[config.mk]
export PLATFORM = sky130hd
export DESIGN_NAME = iwram_bus_ctrl_flat
export DESIGN_NICKNAME = d
export VERILOG_FILES = /design/src/rtl/iwram_bus_ctrl_pkg.sv /design/src/rtl/iwram_bus_ctrl_if.sv /design/src/rtl/iwram_lane_merge.sv /design/src/rtl/iwram_bus_ctrl.sv /design/src/flat_wrapper.sv
export SDC_FILE = /design/constraint.sdc
export NUM_CORES = 1
export LEC_CHECK = 0
export BUFFER_PORTS_ARGS = -buffer_cell sky130_fd_sc_hd__buf_2
export CORE_UTILIZATION = 48
export CTS_CLUSTER_SIZE = 12
export DETAILED_ROUTE_END_ITERATION = 12
export PLACE_DENSITY = 0.85
export SLEW_MARGIN = 20
export SYNTH_ARGS = -nofsm -noshare
export SYNTH_HDL_FRONTEND = slang
export SYNTH_HIERARCHICAL = 1
export SYNTH_SLANG_ARGS = --single-unit
[constraint.sdc]
create_clock -name clk -period 1.8 [get_ports clk]
set_input_delay 0.18 -clock clk [delete_from_list [all_inputs] [get_ports clk]]
set_output_delay 0.18 -clock clk [all_outputs]
set_load 0.02 [all_outputs]
[src/rtl/iwram_bus_ctrl_pkg.sv]
// Shared IWRAM bus types: access-size encoding, controller FSM states, region constants.
// Latency: none (types and constants only).
// Backpressure: not applicable.
package gba_mem_pkg;

    localparam int         IWRAM_AW = 14;
    localparam logic [7:0] REGION   = 8'h03;

    typedef enum logic [1:0] {
        SZ_BYTE = 2'd0,
        SZ_HALF = 2'd1,
        SZ_WORD = 2'd2
    } size_e;

    typedef enum logic [2:0] {
        IDLE   = 3'd0,
        READ   = 3'd1,
        WRITE  = 3'd2,
        RMW_RD = 3'd3,
        RMW_WR = 3'd4,
        DONE   = 3'd5
    } state_e;

    // A request is rejected when it falls outside the IWRAM region or uses the reserved size code.
    function automatic logic req_err(input logic [7:0] region, input logic [1:0] size);
        return (region != REGION) || (size == 2'd3);
    endfunction

endpackage

[src/rtl/iwram_bus_ctrl_if.sv]
// CPU-side request/response bundle for the IWRAM controller.
// Latency: none (wires only).
// Backpressure: master holds request fields stable until bus_ack.
interface iwram_bus_if;
    logic        bus_req;
    logic [31:0] bus_addr;
    logic        bus_we;
    logic [1:0]  bus_size;
    logic [31:0] bus_wdata;
    logic        bus_ack;
    logic [31:0] bus_rdata;
    logic        bus_err;

    modport master (
        output bus_req, bus_addr, bus_we, bus_size, bus_wdata,
        input  bus_ack, bus_rdata, bus_err
    );

    modport slave (
        input  bus_req, bus_addr, bus_we, bus_size, bus_wdata,
        output bus_ack, bus_rdata, bus_err
    );
endinterface

[src/rtl/iwram_lane_merge.sv]
// Byte/halfword lane insert for read-modify-write and lane extract with zero-extension for reads.
// Latency: combinational.
// Backpressure: none.
module iwram_lane_merge
    import gba_mem_pkg::*;
(
    input  size_e       size,
    input  logic [1:0]  lane,
    input  logic [31:0] word,
    input  logic [31:0] wdata,
    output logic [31:0] merged,
    output logic [31:0] extracted
);

    // Word accesses pass straight through; sub-word accesses touch only the addressed lane.
    always_comb begin
        merged    = word;
        extracted = word;
        case (size)
            SZ_BYTE: begin
                case (lane)
                    2'd0: begin merged[7:0]   = wdata[7:0]; extracted = {24'h0, word[7:0]};   end
                    2'd1: begin merged[15:8]  = wdata[7:0]; extracted = {24'h0, word[15:8]};  end
                    2'd2: begin merged[23:16] = wdata[7:0]; extracted = {24'h0, word[23:16]}; end
                    default: begin merged[31:24] = wdata[7:0]; extracted = {24'h0, word[31:24]}; end
                endcase
            end
            SZ_HALF: begin
                // lane[0] is ignored for halfwords
                if (lane[1]) begin
                    merged[31:16] = wdata[15:0];
                    extracted     = {16'h0, word[31:16]};
                end else begin
                    merged[15:0]  = wdata[15:0];
                    extracted     = {16'h0, word[15:0]};
                end
            end
            default: begin
                merged    = wdata;
                extracted = word;
            end
        endcase
    end

endmodule

[src/rtl/iwram_bus_ctrl.sv]
// CPU bus to IWRAM port A controller: region decode with mirroring, sub-word stores via read-modify-write.
// Latency: ack 1 cycle after accept on error, 2 for read/word write, 3 for byte/halfword write.
// Backpressure: one request in flight; bus_req is ignored until the FSM returns to IDLE after the ack.
module iwram_bus_ctrl
    import gba_mem_pkg::*;
(
    input  logic                clk,
    input  logic                rst_n,
    iwram_bus_if.slave          bus,
    output logic [IWRAM_AW-1:0] ram_addr,
    output logic                ram_we,
    output logic [31:0]         ram_din,
    input  logic [31:0]         ram_dout
);

    state_e      state;
    logic [1:0]  lane_q;
    logic [1:0]  size_q;
    logic [31:0] wdata_q;
    logic        ack_q;
    logic        err_q;
    logic [31:0] rdata_q;
    logic [31:0] merged;
    logic [31:0] extracted;
    logic        req_bad;
    logic        unused_addr;

    // Mirror bits above the RAM word address are deliberately dropped.
    assign unused_addr = ^bus.bus_addr[23:IWRAM_AW+2];

    assign req_bad = req_err(bus.bus_addr[31:24], bus.bus_size);

    // Port A is only written in the two store states, so an async reset kills a pending write.
    assign ram_we = (state == WRITE) || (state == RMW_WR);

    assign bus.bus_ack   = ack_q;
    assign bus.bus_err   = err_q;
    assign bus.bus_rdata = rdata_q;

    iwram_lane_merge u_lane_merge (
        .size      (size_e'(size_q)),
        .lane      (lane_q),
        .word      (ram_dout),
        .wdata     (wdata_q),
        .merged    (merged),
        .extracted (extracted)
    );

    // Request sequencing: accept in IDLE, one RAM access phase per state, single-cycle ack in DONE.
    always_ff @(posedge clk or negedge rst_n) begin
        if (!rst_n) begin
            state    <= IDLE;
            lane_q   <= 2'd0;
            size_q   <= 2'd0;
            wdata_q  <= 32'h0;
            ack_q    <= 1'b0;
            err_q    <= 1'b0;
            rdata_q  <= 32'h0;
            ram_addr <= '0;
            ram_din  <= 32'h0;
        end else begin
            ack_q <= 1'b0;
            err_q <= 1'b0;
            case (state)
                IDLE: begin
                    if (bus.bus_req) begin
                        ram_addr <= bus.bus_addr[IWRAM_AW+1:2];
                        lane_q   <= bus.bus_addr[1:0];
                        size_q   <= bus.bus_size;
                        wdata_q  <= bus.bus_wdata;
                        if (req_bad) begin
                            state <= DONE;
                            ack_q <= 1'b1;
                            err_q <= 1'b1;
                        end else if (!bus.bus_we) begin
                            state <= READ;
                        end else if (bus.bus_size == SZ_WORD) begin
                            state   <= WRITE;
                            ram_din <= bus.bus_wdata;
                        end else begin
                            state <= RMW_RD;
                        end
                    end
                end
                READ: begin
                    rdata_q <= extracted;
                    state   <= DONE;
                    ack_q   <= 1'b1;
                end
                WRITE: begin
                    state <= DONE;
                    ack_q <= 1'b1;
                end
                RMW_RD: begin
                    // Old word with the new lane spliced in becomes the store data.
                    ram_din <= merged;
                    state   <= RMW_WR;
                end
                RMW_WR: begin
                    state <= DONE;
                    ack_q <= 1'b1;
                end
                DONE: begin
                    state <= IDLE;
                end
                default: begin
                    state <= IDLE;
                end
            endcase
        end
    end

endmodule

[src/flat_wrapper.sv]
// flat-port wrapper written by rule: the top's interface ports become plain ports
module iwram_bus_ctrl_flat import gba_mem_pkg::*;
  (clk, rst_n, ram_addr, ram_we, ram_din, ram_dout, bus_bus_req, bus_bus_addr, bus_bus_we, bus_bus_size, bus_bus_wdata, bus_bus_ack, bus_bus_rdata, bus_bus_err);
  iwram_bus_if bus_i ();
  input  logic clk;
  input  logic rst_n;
  output logic [IWRAM_AW-1:0] ram_addr;
  output logic ram_we;
  output logic [31:0] ram_din;
  input  logic [31:0] ram_dout;
  input wire logic [$bits(bus_i.bus_req)-1:0] bus_bus_req;
  input wire logic [$bits(bus_i.bus_addr)-1:0] bus_bus_addr;
  input wire logic [$bits(bus_i.bus_we)-1:0] bus_bus_we;
  input wire logic [$bits(bus_i.bus_size)-1:0] bus_bus_size;
  input wire logic [$bits(bus_i.bus_wdata)-1:0] bus_bus_wdata;
  output wire logic [$bits(bus_i.bus_ack)-1:0] bus_bus_ack;
  output wire logic [$bits(bus_i.bus_rdata)-1:0] bus_bus_rdata;
  output wire logic [$bits(bus_i.bus_err)-1:0] bus_bus_err;
  assign bus_i.bus_req = bus_bus_req;
  assign bus_i.bus_addr = bus_bus_addr;
  assign bus_i.bus_we = bus_bus_we;
  assign bus_i.bus_size = bus_bus_size;
  assign bus_i.bus_wdata = bus_bus_wdata;
  assign bus_bus_ack = bus_i.bus_ack;
  assign bus_bus_rdata = bus_i.bus_rdata;
  assign bus_bus_err = bus_i.bus_err;
  iwram_bus_ctrl u_core (.clk(clk), .rst_n(rst_n), .bus(bus_i), .ram_addr(ram_addr), .ram_we(ram_we), .ram_din(ram_din), .ram_dout(ram_dout));
endmodule
==> impl_summary.log, run 1 <==
[metrics] CTS tree: built
[metrics] overall via count from detail_route: 5906
[metrics] Arr. time, crit path: 2.19 ns
[metrics] die extent in y: 118.1 um
[metrics] Port Buffer Count: 174
[metrics] Final nets: 955
[metrics] status: complete, but fails checks
[metrics] netlist area before placement: 6465 um^2
[metrics] adder-cell share of the synthesized area: 0.001548
[metrics] antenna cells: 0
[metrics] Final WS setup: -0.09677 ns
[metrics] sequential share of the synthesized area: 0.4606
[metrics] Yosys top cell by area: sky130_fd_sc_hd__dfrtp_1
[metrics] fillcell total: 941
[metrics] First-pass DRT Iterations: 11
[metrics] most used flip-flop cell after synthesis: sky130_fd_sc_hd__dfrtp_1
[metrics] area of the multi-input gates: 3422 um^2
[metrics] placed inst area: 7711 um^2
[metrics] Max H-tree Level: 4
[metrics] Mean Syn Cell Area: 10.50 um^2
[metrics] clk root buf: sky130_fd_sc_hd__clkbuf_16
[metrics] number of enable-type register cells in the synthesized netlist: 0
[metrics] count of unique library cells instantiated by Yosys: 48
[metrics] initial antenna violation count: 0
[metrics] worst endpoint required time: 2.09 ns
[metrics] class of the tightest hold or removal check: primary input to flip-flop
[metrics] Initial DRC Count: 648
[metrics] WS Path Type: flip-flop to flip-flop
[metrics] maximum number of pins on one net before global-route repair: 53
[metrics] category of the worst setup path capture point: flip-flop
[metrics] cell total after placement: 961
[metrics] Clock Pin Slew Worst Setup and Hold Paths: 0.05 ns
[metrics] minimum period implied by the final worst setup slack: 1.897 ns
[metrics] hold_ws: 0.01764 ns
[metrics] Pwr Density: 1613 nW/um^2
[metrics] wire length on met3: 1.762 mm
[metrics] dominant combinational cell family by area after synthesis: multiplexers
[metrics] post-route setup TNS: -0.6575 ns
[metrics] Routed WL per cell: 19.48 um
[metrics] Register-to-Register Path Depth: 6
[metrics] Max Root-Sink Buffers: 2
[metrics] Sequential cell area: 2982 um^2
[metrics] Slew Limit Fails: 0
[metrics] total wire length after detailed routing: 20.30 mm
[metrics] Relative slew margins: 0.5937
[metrics] worst min-delay path endpoint: u_core/wdata_q[13]
[metrics] maximum operating frequency: 527.2 MHz
[metrics] overall routing resource usage: 0.2974
[metrics] Max Used Layer: met4
[metrics] Cells after Synth: 616
[metrics] worst vdd ir: 0.8355 mV
[metrics] transition at the pin with the smallest max-transition slack: 0.6094 ns
[metrics] number of global-route vias before repair: 5947
[metrics] leakage power figure: 4.406 nW
[metrics] clock latency on the worst-skew pair: 0.42 ns
[metrics] r2r startpoint: u_core/lane_q[1]
[metrics] post-route standard cell area excluding fillers: 9081 um^2
[metrics] Worst Hold Path Cells: 3
[metrics] RSZ-0062 raised after global routing: true
[metrics] multiplexer fraction of the synthesized cell area: 0.2355
[metrics] antenna-violating nets left: 0
[metrics] number of cells in the finished layout apart from fillers: 1042
[metrics] power consumption: 14.65 mW
[metrics] DR DRC count: 1
[metrics] die boundary width: 118.1 um
[metrics] # setup viols final: 23
[metrics] Placer Congestion: 0.9845
[metrics] share of synthesized cell area in and, or, nand and nor gates: 0.1750
[metrics] initial standard-cell utilization of the core: 0.4901
[metrics] number of warnings printed during yosys synthesis: 6
[metrics] area of the core: 13190 um^2
[metrics] final number of hold-violating endpoints: 0
[metrics] Finished Core Util: 0.6885
[metrics] largest fanout of any net on the critical path: 8
[metrics] I/O pin count: 183
[metrics] launching element type of the critical path: flip-flop
[metrics] violated checks: DRC, setup timing
[metrics] number of synthesized register bits: 119
[metrics] met1 WL: 8.155 mm
[metrics] slack of the worst reg-to-reg path: -0.1 ns
[metrics] final clock period utilization by the worst path: 1.054
[metrics] placed wire-length estimate: 13.87 mm
[metrics] average vias per placed instance: 5.668
[metrics] Placement Setup Slack: -0.1288 ns
[metrics] setup clock skew after layout: 0.01443 ns
[metrics] length of routed met2 wiring: 9.742 mm
[metrics] number of placement rows: 42
[metrics] fraction of layout instances using a drive strength above 1: 0.4480
[metrics] complex-gate fraction of the synthesized area: 0.08303
[metrics] number of maximum-capacitance constraint violations: 0
[metrics] hold wc startpoint: bus_bus_wdata[13]
[metrics] area delta synth->final: 40.47%
[metrics] overall die area: 13940 um^2
[metrics] leading post-synthesis cells by cell area: sky130_fd_sc_hd__dfrtp_1, sky130_fd_sc_hd__mux2_2, sky130_fd_sc_hd__nand2_1
[metrics] global-route wire length before repair: 31.73 mm
[metrics] xor-xnor portion of the synthesized cell area: 0.001355
[metrics] share of the synthesized area in the top cell type: 0.4606
[metrics] CTS sink count: 119
[metrics] number of buffers inserted during clock tree synthesis: 17
[metrics] total congestion overflow after global routing: 0
[metrics] terminus of the critical flop-to-flop path: u_core/ram_din[13]
[metrics] nets in the synthesized netlist: 718
[metrics] share of async-settable or async-resettable flops after synthesis: 1.000
==> worst max path at each step <==
stage / start / cells after the start / slack [ns] / to
2_1_floorplan: u_core/lane_q[1] / 5 / 0.002 / u_core/ram_din[7]
3_3_place_gp: u_core/lane_q[1] / 6 / -0.1 / u_core/ram_din[15]
3_5_place_dp: bus_bus_addr[29] / 6 / -0.13 / u_core/ram_din[26]
4_1_cts: u_core/lane_q[1] / 6 / -0.04 / u_core/ram_din[13]
5_1_grt: u_core/lane_q[1] / 6 / -0.15 / u_core/ram_din[13]
6_report: u_core/lane_q[1] / 6 / -0.1 / u_core/ram_din[13]
==> cells in the final DEF (no fill, tap or decap), types with 3 or more instances in the layout <==
cell	count
sky130_fd_sc_hd__mux2_4	29
sky130_fd_sc_hd__buf_4	28
sky130_fd_sc_hd__nand2_1	164
sky130_fd_sc_hd__mux2i_1	12
sky130_fd_sc_hd__nor3_1	10
sky130_fd_sc_hd__buf_2	173
sky130_fd_sc_hd__mux2_2	75
sky130_fd_sc_hd__clkbuf_8	3
sky130_fd_sc_hd__and2_1	19
sky130_fd_sc_hd__o221ai_1	8
sky130_fd_sc_hd__dfrtp_1	116
sky130_fd_sc_hd__a311oi_1	4
sky130_fd_sc_hd__bufinv_16	4
sky130_fd_sc_hd__nor3_2	7
sky130_fd_sc_hd__a21oi_1	11
sky130_fd_sc_hd__buf_6	5
sky130_fd_sc_hd__inv_1	5
sky130_fd_sc_hd__a22o_1	16
sky130_fd_sc_hd__clkbuf_1	5
sky130_fd_sc_hd__clkbuf_16	18
sky130_fd_sc_hd__a31oi_1	4
sky130_fd_sc_hd__nand3_1	4
sky130_fd_sc_hd__dfrtp_2	3
sky130_fd_sc_hd__mux4_2	7
sky130_fd_sc_hd__dlygate4sd3_1	45
sky130_fd_sc_hd__a221o_1	10
sky130_fd_sc_hd__nor2_1	21
sky130_fd_sc_hd__o21ai_0	3
sky130_fd_sc_hd__buf_12	10
sky130_fd_sc_hd__o21ai_1	6
==> layout make-up <==
class	instances	share of cell area
clock inverters	7	0.01557
well taps	176	0.02425
multi-input cells	447	0.3768
clock buffers	25	0.05346
flip-flops and latches	119	0.3283
inverters	6	0.002480
repair buffers	262	0.1991
==> sequential cells by signal, summed over array words and instances (netlist names) <==
name / count
u_core/bus.bus_rdata: 32
u_core/ram_din: 32
u_core/wdata_q: 32
u_core/ram_addr: 14
u_core/state: 3
u_core/lane_q: 2
u_core/size_q: 2
u_core/bus.bus_ack: 1
u_core/bus.bus_err: 1
==> logic make-up after synthesis <==
| logic type | after synthesis |
|---|---|
| and+or+nand+nor | 248 |
| muxes | 128 |
| DFF | 119 |
| AOI/OAI and AO/OA | 69 |
| buffers and inverters | 50 |
| xor gates and xnor gates | 1 |
| adders and majority gates | 1 |
==> repair_timing <==
item,in CTS,in global routing
pin swaps,1,12
hold buffers,45,0
setup buffers,3,0
cloned,0,1
gates resized for setup,26,39
setup endpoints to repair,30,48
endpoints found under the hold margin,72,0
==> layer usage <==
metal  track usage  up-vias
met2        0.4732      337
met5             0        -
met4        0.1162        0
li1              -     2616
met1        0.3936     2896
met3       0.06831       57
==> critical path, stage by stage (launching register included) <==
cell and delay (ns):
sky130_fd_sc_hd__dfrtp_2 0.55, sky130_fd_sc_hd__buf_12 0.18, sky130_fd_sc_hd__nor4b_4 0.06, sky130_fd_sc_hd__and2_1 0.15, sky130_fd_sc_hd__a221o_1 0.30, sky130_fd_sc_hd__mux2_4 0.29, sky130_fd_sc_hd__mux2_4 0.26
==> cells in the mapped netlist, types with 8 or more instances <==
cell	instances
sky130_fd_sc_hd__dfrtp_1	119
sky130_fd_sc_hd__clkbuf_1	16
sky130_fd_sc_hd__nor2_1	21
sky130_fd_sc_hd__and2_1	20
sky130_fd_sc_hd__mux2_2	103
sky130_fd_sc_hd__a22o_1	16
sky130_fd_sc_hd__a221o_1	10
sky130_fd_sc_hd__o21ai_0	9
sky130_fd_sc_hd__a21oi_1	12
sky130_fd_sc_hd__nand2_1	165
sky130_fd_sc_hd__buf_2	11
sky130_fd_sc_hd__o221ai_1	8
sky130_fd_sc_hd__buf_6	8
sky130_fd_sc_hd__mux2i_1	16
sky130_fd_sc_hd__nor3_1	11
==> power by group <==
part	switching, mW	internal, mW
sequential	0.761	3.57
clock	1.17	2.43
combinational	3.59	3.13
total	5.52	9.14
(Power assumes the default switching activity.)
==> run 2: changes to the inputs <==
--- a/config.mk
+++ b/config.mk
@@ -5,11 +5,12 @@
 export SDC_FILE = /design/constraint.sdc
 export NUM_CORES = 1
 export LEC_CHECK = 0
+export ABC_AREA = 1
 export BUFFER_PORTS_ARGS = -buffer_cell sky130_fd_sc_hd__buf_2
-export CORE_UTILIZATION = 48
+export CORE_UTILIZATION = 49
 export CTS_CLUSTER_SIZE = 12
 export DETAILED_ROUTE_END_ITERATION = 12
-export PLACE_DENSITY = 0.85
+export PLACE_DENSITY = 0.86
 export SLEW_MARGIN = 20
 export SYNTH_ARGS = -nofsm -noshare
 export SYNTH_HDL_FRONTEND = slang
==> impl_summary.log, run 2 <==
[metrics] leading post-synthesis cells by instance count: sky130_fd_sc_hd__nand2_1, sky130_fd_sc_hd__dfrtp_1, sky130_fd_sc_hd__nand3_1, sky130_fd_sc_hd__inv_1, sky130_fd_sc_hd__o21ai_0 (was sky130_fd_sc_hd__nand2_1, sky130_fd_sc_hd__dfrtp_1, sky130_fd_sc_hd__mux2_2, sky130_fd_sc_hd__nor2_1, sky130_fd_sc_hd__and2_1)
[metrics] slack of the worst reg-to-reg path: 0.14 ns (was -0.1 ns)
[metrics] most instantiated library cell after synthesis: sky130_fd_sc_hd__nand2_1 (unchanged)
[metrics] number of cells in the finished layout apart from fillers: 1360 (was 1042)
[metrics] Routed WL per cell: 15.20 um (was 19.48 um)
[metrics] average vias per placed instance: 5.261 (was 5.668)
[metrics] class of the tightest hold or removal check: primary input to flip-flop (unchanged)
[metrics] initial antenna violation count: 0 (unchanged)
[metrics] number of enable-type register cells in the synthesized netlist: 0 (unchanged)
[metrics] number of global-route vias before repair: 6538 (was 5947)
[metrics] leading post-synthesis cells by cell area: sky130_fd_sc_hd__dfrtp_1, sky130_fd_sc_hd__nand2_1, sky130_fd_sc_hd__nand3_1 (was sky130_fd_sc_hd__dfrtp_1, sky130_fd_sc_hd__mux2_2, sky130_fd_sc_hd__nand2_1)
[metrics] number of warnings printed during yosys synthesis: 6 (unchanged)
[metrics] maximum operating frequency: 601.5 MHz (was 527.2 MHz)
[metrics] setup clock skew after layout: 0.01010 ns (was 0.01443 ns)
[metrics] Slew Limit Fails: 0 (unchanged)
[metrics] WS Path Type: flip-flop to flip-flop (unchanged)
[metrics] post-route setup TNS: 0 ns (was -0.6575 ns)
[metrics] total wire length after detailed routing: 20.67 mm (was 20.30 mm)
[metrics] area of the core: 13990 um^2 (was 13190 um^2)
[metrics] Crit path top cell by count: sky130_fd_sc_hd__nand2_1 (was sky130_fd_sc_hd__mux2_4)
[metrics] die boundary width: 122.3 um (was 118.1 um)
[metrics] count of unique library cells instantiated by Yosys: 30 (was 48)
[metrics] most used flip-flop cell after synthesis: sky130_fd_sc_hd__dfrtp_1 (unchanged)
[metrics] Placement Setup Slack: 0.1282 ns (was -0.1288 ns)
[metrics] number of synthesized register bits: 119 (unchanged)
[metrics] initial standard-cell utilization of the core: 0.5073 (was 0.4901)
[metrics] Final nets: 1269 (was 955)
[metrics] die extent in y: 122.3 um (was 118.1 um)
[metrics] overall die area: 14970 um^2 (was 13940 um^2)
[metrics] First-pass DRT Iterations: 5 (was 11)
[metrics] number of maximum-capacitance constraint violations: 0 (unchanged)
[metrics] most frequent cells in the layout: sky130_fd_sc_hd__nand2_1, sky130_fd_sc_hd__buf_2, sky130_fd_sc_hd__dfrtp_1 (was sky130_fd_sc_hd__buf_2, sky130_fd_sc_hd__nand2_1, sky130_fd_sc_hd__dfrtp_1)
[metrics] CP peak stage delay: 0.43 ns (was 0.55 ns)
[metrics] slowest cell on the critical path: sky130_fd_sc_hd__dfrtp_1 (was sky130_fd_sc_hd__dfrtp_2)
[metrics] Max Root-Sink Buffers: 2 (unchanged)
[metrics] Yosys top cell by area: sky130_fd_sc_hd__dfrtp_1 (unchanged)
[metrics] Worst Setup SP: u_core/state[1] (was u_core/lane_q[1])
[metrics] Final WS setup: 0.1376 ns (was -0.09677 ns)
[metrics] cell total after placement: 1303 (was 961)
[metrics] placed inst area: 8094 um^2 (was 7711 um^2)
[metrics] final number of hold-violating endpoints: 0 (unchanged)
[metrics] Initial DRC Count: 632 (was 648)
[metrics] total congestion overflow after global routing: 0 (unchanged)
[metrics] Pwr Density: 1660 nW/um^2 (was 1613 nW/um^2)
[metrics] placed wire-length estimate: 14.54 mm (was 13.87 mm)
[metrics] sequential share of the synthesized area: 0.4196 (was 0.4606)
[metrics] largest fanout of any net on the critical path: 16 (was 8)
[metrics] post-route standard cell area excluding fillers: 8975 um^2 (was 9081 um^2)
[metrics] terminus of the critical flop-to-flop path: u_core/ram_din[7] (was u_core/ram_din[13])
[metrics] worst vdd ir: 0.9703 mV (was 0.8355 mV)
[metrics] category of the worst setup path capture point: flip-flop (unchanged)
[metrics] Clock Pin Slew Worst Setup and Hold Paths: 0.06 ns (was 0.05 ns)
[metrics] number of placement rows: 43 (was 42)
[metrics] RSZ-0062 raised after global routing: false (was true)
[metrics] CP Capture Point: u_core/ram_din[7] (was u_core/ram_din[13])
[metrics] area delta synth->final: 26.46% (was 40.47%)
[metrics] global-route wire length before repair: 32.35 mm (was 31.73 mm)
[metrics] DR DRC count: 0 (was 1)
[metrics] overall routing resource usage: 0.2821 (was 0.2974)
[metrics] clock latency on the worst-skew pair: 0.42 ns (about the same)
[metrics] launching element type of the critical path: flip-flop (unchanged)
[metrics] nets in the synthesized netlist: 1080 (was 718)
[metrics] worst endpoint required time: 2.10 ns (was 2.09 ns)
[metrics] Cells after Synth: 978 (was 616)
[metrics] CTS tree: built (unchanged)
[metrics] Arr. time, crit path: 1.96 ns (was 2.19 ns)
[metrics] Register-to-Register Path Depth: 8 (was 6)
[metrics] r2r startpoint: u_core/state[1] (was u_core/lane_q[1])
[metrics] antenna cells: 0 (unchanged)
[metrics] Placer Congestion: 0.9125 (was 0.9845)
[metrics] clk root buf: sky130_fd_sc_hd__clkbuf_16 (unchanged)
[metrics] minimum period implied by the final worst setup slack: 1.662 ns (was 1.897 ns)
[metrics] share of async-settable or async-resettable flops after synthesis: 1.000 (unchanged)
[metrics] share of the synthesized area in the top cell type: 0.4196 (was 0.4606)
[metrics] fraction of layout instances using a drive strength above 1: 0.2534 (was 0.4480)
[metrics] CTS sink count: 119 (unchanged)
[metrics] Relative slew margins: 0.5744 (was 0.5937)
[metrics] crit path cell chain: nor2_4 -> nand2_2 -> nand2_1 -> nand2_1 -> inv_1 -> nand4_4 -> nand2_1 -> nand2_1 (was buf_12 -> nor4b_4 -> and2_1 -> a221o_1 -> mux2_4 -> mux2_4)
[metrics] final clock period utilization by the worst path: 0.9235 (was 1.054)
[metrics] leakage power figure: 5.114 nW (was 4.406 nW)
[metrics] overall via count from detail_route: 7155 (was 5906)
[metrics] most common cell after layout, fill and taps aside: sky130_fd_sc_hd__nand2_1 (was sky130_fd_sc_hd__buf_2)
[metrics] I/O pin count: 183 (unchanged)
[metrics] netlist area before placement: 7097 um^2 (was 6465 um^2)
[metrics] # setup viols final: 0 (was 23)
[metrics] Port Buffer Count: 174 (unchanged)
[metrics] Mean Syn Cell Area: 7.256 um^2 (was 10.50 um^2)
[metrics] transition at the pin with the smallest max-transition slack: 0.6371 ns (was 0.6094 ns)
[metrics] number of buffers inserted during clock tree synthesis: 17 (unchanged)
[metrics] Max H-tree Level: 4 (unchanged)
[metrics] status: completed (was complete, but fails checks)
[metrics] antenna-violating nets left: 0 (unchanged)
[metrics] power consumption: 14.90 mW (was 14.65 mW)
[metrics] maximum number of pins on one net before global-route repair: 71 (was 53)
==> run 2: changes by cell type after synthesis, moves of 13 or more <==
cell	delta
sky130_fd_sc_hd__o21ai_0	+34
sky130_fd_sc_hd__a22o_1	-16
sky130_fd_sc_hd__buf_2	+13
sky130_fd_sc_hd__mux2_2	-62
sky130_fd_sc_hd__and2_1	-20
sky130_fd_sc_hd__inv_1	+67
sky130_fd_sc_hd__nand2_1	+301
sky130_fd_sc_hd__nand3_1	+106
sky130_fd_sc_hd__mux2i_1	-16
sky130_fd_sc_hd__o211ai_1	+15
==> run 2: per-stage QoR <==
step	hold slack (ns)	utilization
after floorplan	-0.1156	-
after global placement	-0.01090	0.5786
after detailed placement	-0.01006	0.5786
after CTS	0.00001082	0.6364
after global routing	0.003018	0.6416
final	0.01674	0.6416
==> run 2: report_power, final <==
group          leakage, nW  internal, mW  switching (mW)
clock network        0.286          2.25            1.24
registers             1.52          3.63           0.660
logic                 3.31          2.60            4.53
==> run 2: timing repair <==
item | 4_1_cts | 5_1_grt
setup endpoints to repair | 0 | 31
buffers inserted | 0 | 1
resized for setup | 0 | 2
hold endpoints to repair | 138 | 3
hold buffers | 20 | 3
==> run 2: cell families after synthesis <==
family	count (synthesis)	share of synthesized area
flip-flops	119	0.4196
buffers and inverters	133	0.09591
AO/OA/AOI/OAI	81	0.06947
multiplexers	41	0.06506
AND/OR/NAND/NOR	604	0.3500
==> run 2: metal layers <==
layer	wire, um	up-vias	global-route usage
met5	0	-	0
met3	1637	38	0.06924
li1	-	3473	-
met4	533	0	0.1044
met1	8573	3324	0.3599
met2	9926	320	0.4617
==> run 2: final cells by class <==
| class | count | area [um^2] |
|---|---|---|
| clock buffers | 21 | 460.4 |
| clock inverters | 11 | 147.6 |
| fillers | 1252 | 5014 |
| inverters | 78 | 292.8 |
| multi-input cells | 727 | 3462 |
| flip-flops and latches | 119 | 2980 |
| well taps | 180 | 225.2 |
| repair buffers | 224 | 1406 |
==> run 2: worst max-delay path, delay by kind of cell (launching register included) <==
| kind | cells | cell delay (ns) |
|---|---|---|
| simple gates | 7 | 0.92 |
| buf+inv | 1 | 0.19 |
| flops | 1 | 0.43 |
==> run 2: worst min path at each step <==
stage          depth (start not counted)                 end         startpoint  slack [ns]
6_report                               2  u_core/wdata_q[10]  bus_bus_wdata[10]        0.02
5_1_grt                                2  u_core/wdata_q[10]  bus_bus_wdata[10]       0.003
4_1_cts                                2    u_core/lane_q[1]    bus_bus_addr[1]     0.00001
3_5_place_dp                           1   u_core/ram_din[0]              rst_n       -0.01
3_3_place_gp                           1   u_core/ram_din[0]              rst_n       -0.01
2_1_floorplan                          0  u_core/bus.bus_ack              rst_n       -0.12
